File: src/rtl/fetch_buffer.sv
// fetch_buffer: instruction queue between fetch and decode.
// Circular buffer of {pc, instr, fault} entries with valid/ready handshakes on both sides.
// The head entry is read straight from storage and masked to zero while the queue is empty.
// A flush empties the queue in one cycle and overrides any same-cycle handshake.
//
// Ports:
//   clk, rst_n           clock (rising edge), asynchronous active-low reset
//   flush                discard all entries; drops any offered fetch entry
//   fetch_valid/ready    enqueue handshake; fetch_ready = !full (registered state only)
//   fetch_pc/instr/fault payload of the offered entry
//   fetch_afull          occupancy >= AFULL_THRESH
//   dec_valid/ready      dequeue handshake; dec_valid = !empty
//   dec_pc/instr/fault   head entry, zero while empty
//   count                current occupancy
module fetch_buffer #(
  parameter int unsigned DEPTH        = 8,
  parameter int unsigned AFULL_THRESH = 6
) (
  input  logic                       clk,
  input  logic                       rst_n,
  input  logic                       flush,
  input  logic                       fetch_valid,
  output logic                       fetch_ready,
  input  logic [31:0]                fetch_pc,
  input  logic [31:0]                fetch_instr,
  input  logic                       fetch_fault,
  output logic                       fetch_afull,
  output logic                       dec_valid,
  input  logic                       dec_ready,
  output logic [31:0]                dec_pc,
  output logic [31:0]                dec_instr,
  output logic                       dec_fault,
  output logic [$clog2(DEPTH+1)-1:0] count
);

  localparam int unsigned PtrW = $clog2(DEPTH);
  localparam int unsigned CntW = $clog2(DEPTH + 1);

  localparam logic [CntW-1:0] DepthC = CntW'(DEPTH);
  localparam logic [CntW-1:0] AfullC = CntW'(AFULL_THRESH);

  // Storage is intentionally not reset; outputs are masked while empty.
  logic [31:0] pc_mem    [DEPTH];
  logic [31:0] instr_mem [DEPTH];
  logic        fault_mem [DEPTH];

  logic [PtrW-1:0] rd_ptr_q, rd_ptr_d;
  logic [PtrW-1:0] wr_ptr_q, wr_ptr_d;
  logic [CntW-1:0] count_q, count_d;

  logic full;
  logic empty;
  logic enq;
  logic deq;

  assign full  = (count_q == DepthC);
  assign empty = (count_q == '0);

  // Ready/valid come only from registered occupancy: a dequeue while full does not
  // free a slot until the following cycle.
  assign fetch_ready = !full;
  assign dec_valid   = !empty;
  assign fetch_afull = (count_q >= AfullC);
  assign count       = count_q;

  assign enq = fetch_valid && fetch_ready && !flush;
  assign deq = dec_valid && dec_ready && !flush;

  always_comb begin
    rd_ptr_d = rd_ptr_q;
    wr_ptr_d = wr_ptr_q;
    count_d  = count_q;
    if (flush) begin
      rd_ptr_d = '0;
      wr_ptr_d = '0;
      count_d  = '0;
    end else begin
      if (enq) wr_ptr_d = wr_ptr_q + 1'b1;
      if (deq) rd_ptr_d = rd_ptr_q + 1'b1;
      unique case ({enq, deq})
        2'b10:   count_d = count_q + 1'b1;
        2'b01:   count_d = count_q - 1'b1;
        default: count_d = count_q;
      endcase
    end
  end

  always_ff @(posedge clk or negedge rst_n) begin
    if (!rst_n) begin
      rd_ptr_q <= '0;
      wr_ptr_q <= '0;
      count_q  <= '0;
    end else begin
      rd_ptr_q <= rd_ptr_d;
      wr_ptr_q <= wr_ptr_d;
      count_q  <= count_d;
    end
  end

  always_ff @(posedge clk) begin
    if (enq) begin
      pc_mem[wr_ptr_q]    <= fetch_pc;
      instr_mem[wr_ptr_q] <= fetch_instr;
      fault_mem[wr_ptr_q] <= fetch_fault;
    end
  end

  // No empty-queue bypass: an entry becomes visible the cycle after it is written.
  always_comb begin
    dec_pc    = '0;
    dec_instr = '0;
    dec_fault = 1'b0;
    if (!empty) begin
      dec_pc    = pc_mem[rd_ptr_q];
      dec_instr = instr_mem[rd_ptr_q];
      dec_fault = fault_mem[rd_ptr_q];
    end
  end

`ifndef SYNTHESIS
  a_no_enq_full: assert property (@(posedge clk) disable iff (!rst_n) !(enq && full));
  a_no_deq_empty: assert property (@(posedge clk) disable iff (!rst_n) !(deq && empty));
  a_count_max: assert property (@(posedge clk) disable iff (!rst_n) count_q <= DepthC);
`endif

endmodule

File: config.mk
export PLATFORM = sky130hd
export DESIGN_NAME = fetch_buffer
export DESIGN_NICKNAME = d
export VERILOG_FILES = /design/src/rtl/fetch_buffer.sv
export SDC_FILE = /design/constraint.sdc
export NUM_CORES = 1
export LEC_CHECK = 0
export BUFFER_PORTS_ARGS = -buffer_cell sky130_fd_sc_hd__buf_2
export CAP_MARGIN = 20
export CORE_UTILIZATION = 54
export CTS_CLUSTER_SIZE = 10
export DETAILED_ROUTE_END_ITERATION = 8
export PLACE_DENSITY = 0.83
export SYNTH_ARGS = -nofsm -noshare
export SYNTH_HDL_FRONTEND = slang
export SYNTH_SLANG_ARGS = --single-unit
File: constraint.sdc
create_clock -name clk -period 6.6 [get_ports clk]
set_input_delay 1.32 -clock clk [delete_from_list [all_inputs] [get_ports clk]]
set_output_delay 1.32 -clock clk [all_outputs]
set_load 0.03 [all_outputs]
==> out/metrics.cfg <==
[worst_setup_path]
regToRegEndpoint = pc_mem[0][20]
r2r_cells = 6
crit_path_start_kind = flop
end_kind = output pin
crit_arrival_ps = 3250
crit_type = flop to output pin
crit_path_end = dec_instr[19]
crit-reg2reg-launch = count[1]
r2r_setup_slack_ps = 3220
required_ps = 5280
cp-startpoint = rd_ptr_q[0]
crit_fanout = 58

[global_routing]
grt_pass1_vias = 10300
grt_use_total_pct = 21.6
antenna_found_initial = 6
gr-total-overflow = 0
grt_first_pass_wirelength_mm = 61.4
grt_max_degree = 75

[yosys]
synth_top_family_by_area = multiplexers
avgSynthCellArea_sq_um = 22.4
ys_ff_latch = 530
syn_inst = 912
async_flop_share_pct = 1.89
synthSimpleGateAreaFrac_pct = 2.35
synth_edf_count = 520
synth-adder-area-share_pct = 0.245
yosys_warnings = 0
yosysSeqAreaShare_pct = 77.5
synthDistinctLibCells = 38
syn-num-nets = 986
synth_area_sq_um = 20500
synth-xor-area-share_pct = 0.214
synth_compound_area_share_pct = 0.728
yosys_most_used_dff = edfxtp_1
synthMuxAreaShare_pct = 17.5

[die]
die_y_um = 197
rows = 70
core_sq_um = 37000
die_x_um = 197
io-pin-count = 142
die_area_sq_um = 38700
start_util_pct = 55.4

[route]
drt_wl_total_mm = 40.5
detail_route.wl_per_cell_um = 25.2
dr.pass1.iters = 5
drt-initial-drc-count = 811
drtAntennaViolNets = 0
num_vias = 9593
routed_via_density = 5.97
route.detailed.drc = 0

[power]
switching_share_pct = 30.5
peakVddDrop_mv = 0.378
seqPwrFrac_pct = 44.6
clkPwrFrac_pct = 31.2
switchingPower_mw = 2.72
pwr-share-comb_pct = 24.2
p_leak_nw = 7.45
p_total_mw = 8.92
intPower_mw = 6.20
powerDensity_nw_per_um2 = 381

[layout]
fin_nets = 1159
syn_to_final_growth_pct = 14.3
fill_cells = 2512
multi_input_area_sq_um = 4380
drive_gt1_share_pct = 33.8
seq_area_sq_um = 15900

[sta]
rsz0062_at_grt = false
max_freq_ghz = 0.219
setup_viol = 0
setup_tns_ps = 0
drv_slew = 0
hold_viol = 0
slew_headroom_pct = 24.3
min_period_ps = 4570
worst_pin_slew_ps = 1140
fin_crit_sh_pct = 69.2
clock_skew_ps = 13.3

[clock_tree]
cts_buffer_depth = 3
cts_resized = 0
cts_buffers = 59
numClockSinks = 530
ctsHoldBuffers = 0
cts_setup_buffers = 0
clk_latency_ps = 580
clock-root-buffer = clkbuf_16
cts.htree.levels = 2
cts_tree = done
cts.clk_slew.worst_paths_ps = 50

[min_path]
min_path_type = input port to async pin

[place]
gp_congestion = 0.781
portBuffers = 141
dp_hpwl_mm = 20.6

[outcome]
status = complete, no violations

[run]
drv_cap = 0

==> metal layers <==
layer  vias up  share of wire [%]  GRT usage, %
met4         8                1.7          5.91
met1      5056                 39          27.4
met3        75                6.2          4.40
li1       4118                  -             -
met5         -               0.14             0
met2       336                 53          38.1
==> sequential cells by signal, indices dropped and copies added (netlist names) <==
| signal | cells |
|---|---|
| wr_ptr_q | 3 |
| fault_mem | 8 |
| rd_ptr_q | 3 |
| pc_mem | 256 |
| instr_mem | 256 |
| count | 4 |
==> how the worst min path moves through the flow <==
stage	from	to
after global placement	wr_ptr_q[0]	wr_ptr_q[0]
final	rst_n	wr_ptr_q[0]
after global routing	rst_n	wr_ptr_q[0]
after detailed placement	wr_ptr_q[0]	wr_ptr_q[0]
after floorplan	wr_ptr_q[0]	wr_ptr_q[0]
after CTS	rst_n	wr_ptr_q[0]
==> placed cells by master (no fill, tap or decap), types with 3 or more instances in the layout <==
master / count
a21oi_1: 5
buf_2: 141
buf_4: 18
clkbuf_1: 12
clkbuf_16: 60
dfrtp_1: 7
dfrtp_4: 3
diode_2: 3
edfxtp_1: 520
ha_1: 4
inv_1: 5
mux2i_1: 66
mux4_2: 130
nand2_1: 6
nand4_1: 3
nor2_1: 70
nor2_4: 6
nor3_1: 3
o211ai_1: 3
o21ai_0: 3
or3_1: 3
xor2_1: 3
==> worst max-delay path, cell delays in order (launching register included) <==
cell	delay, ps
dfrtp_4	1000
buf_12	460
mux4_2	560
mux2i_1	220
nor2_1	80
buf_2	220
==> Yosys cell counts (all sizes together), types with 2 or more instances <==
cell type | count | area [sq um]
or3 | 3 | 18.8
dfrtp | 10 | 250
ha | 4 | 50.1
xnor2 | 2 | 17.5
nand2 | 6 | 22.5
nand4 | 3 | 18.8
nand2b | 2 | 12.5
a21oi | 6 | 41.3
nor3 | 6 | 41.3
edfxtp | 520 | 15600
o21ai | 3 | 15.0
xor2 | 3 | 26.3
or3b | 2 | 17.5
nor2 | 76 | 285
mux2i | 66 | 661
nand3 | 2 | 10.0
o211ai | 3 | 22.5
clkbuf | 13 | 50.0
mux4 | 130 | 2930
buf | 36 | 213
inv | 6 | 22.5
==> cell families after synthesis <==
logic type | Yosys count
muxes | 196
adders and majority gates | 4
buffers and inverters | 55
xor gates and xnor gates | 5
AOI/OAI and AO/OA | 17
and+or+nand+nor | 105
DFF | 530
==> per-stage QoR <==
stage,hold slack [ps],instances,setup slack [ps],utilization [%],instance area [sq um]
after floorplan,546,912,68.7,-,20500
after global placement,572,1528,2530,59.0,21800
after detailed placement,593,1528,2550,59.0,21800
after CTS,589,1605,1910,63.2,23400
after global routing,595,1607,1740,63.3,23400
final,605,1608,2030,63.3,23400
==> cell type report <==
| class | instances | share of cell area, % |
|---|---|---|
| Sequential cell | 530 | 67.9 |
| Multi-Input combinational cell | 327 | 18.7 |
| Clock buffer | 72 | 6.61 |
| Timing Repair Buffer | 161 | 3.77 |
| Tap cell | 504 | 2.70 |
| Clock inverter | 5 | 0.177 |
| Inverter | 6 | 0.0963 |
| Antenna cell | 3 | 0.0321 |
==> power groups by stage <==
stage | combinational, mW | clock (mW) | sequential (mW)
global route | 2.29 | 2.96 | 3.99
finish | 2.16 | 2.78 | 3.97
detailed placement | 2.18 | 0 | 4.04
global placement | 2.16 | 0 | 4.03
CTS | 2.20 | 2.83 | 3.98
floorplan | 1.62 | 0 | 3.96
Note: power is estimated with default switching activity, not from simulation.
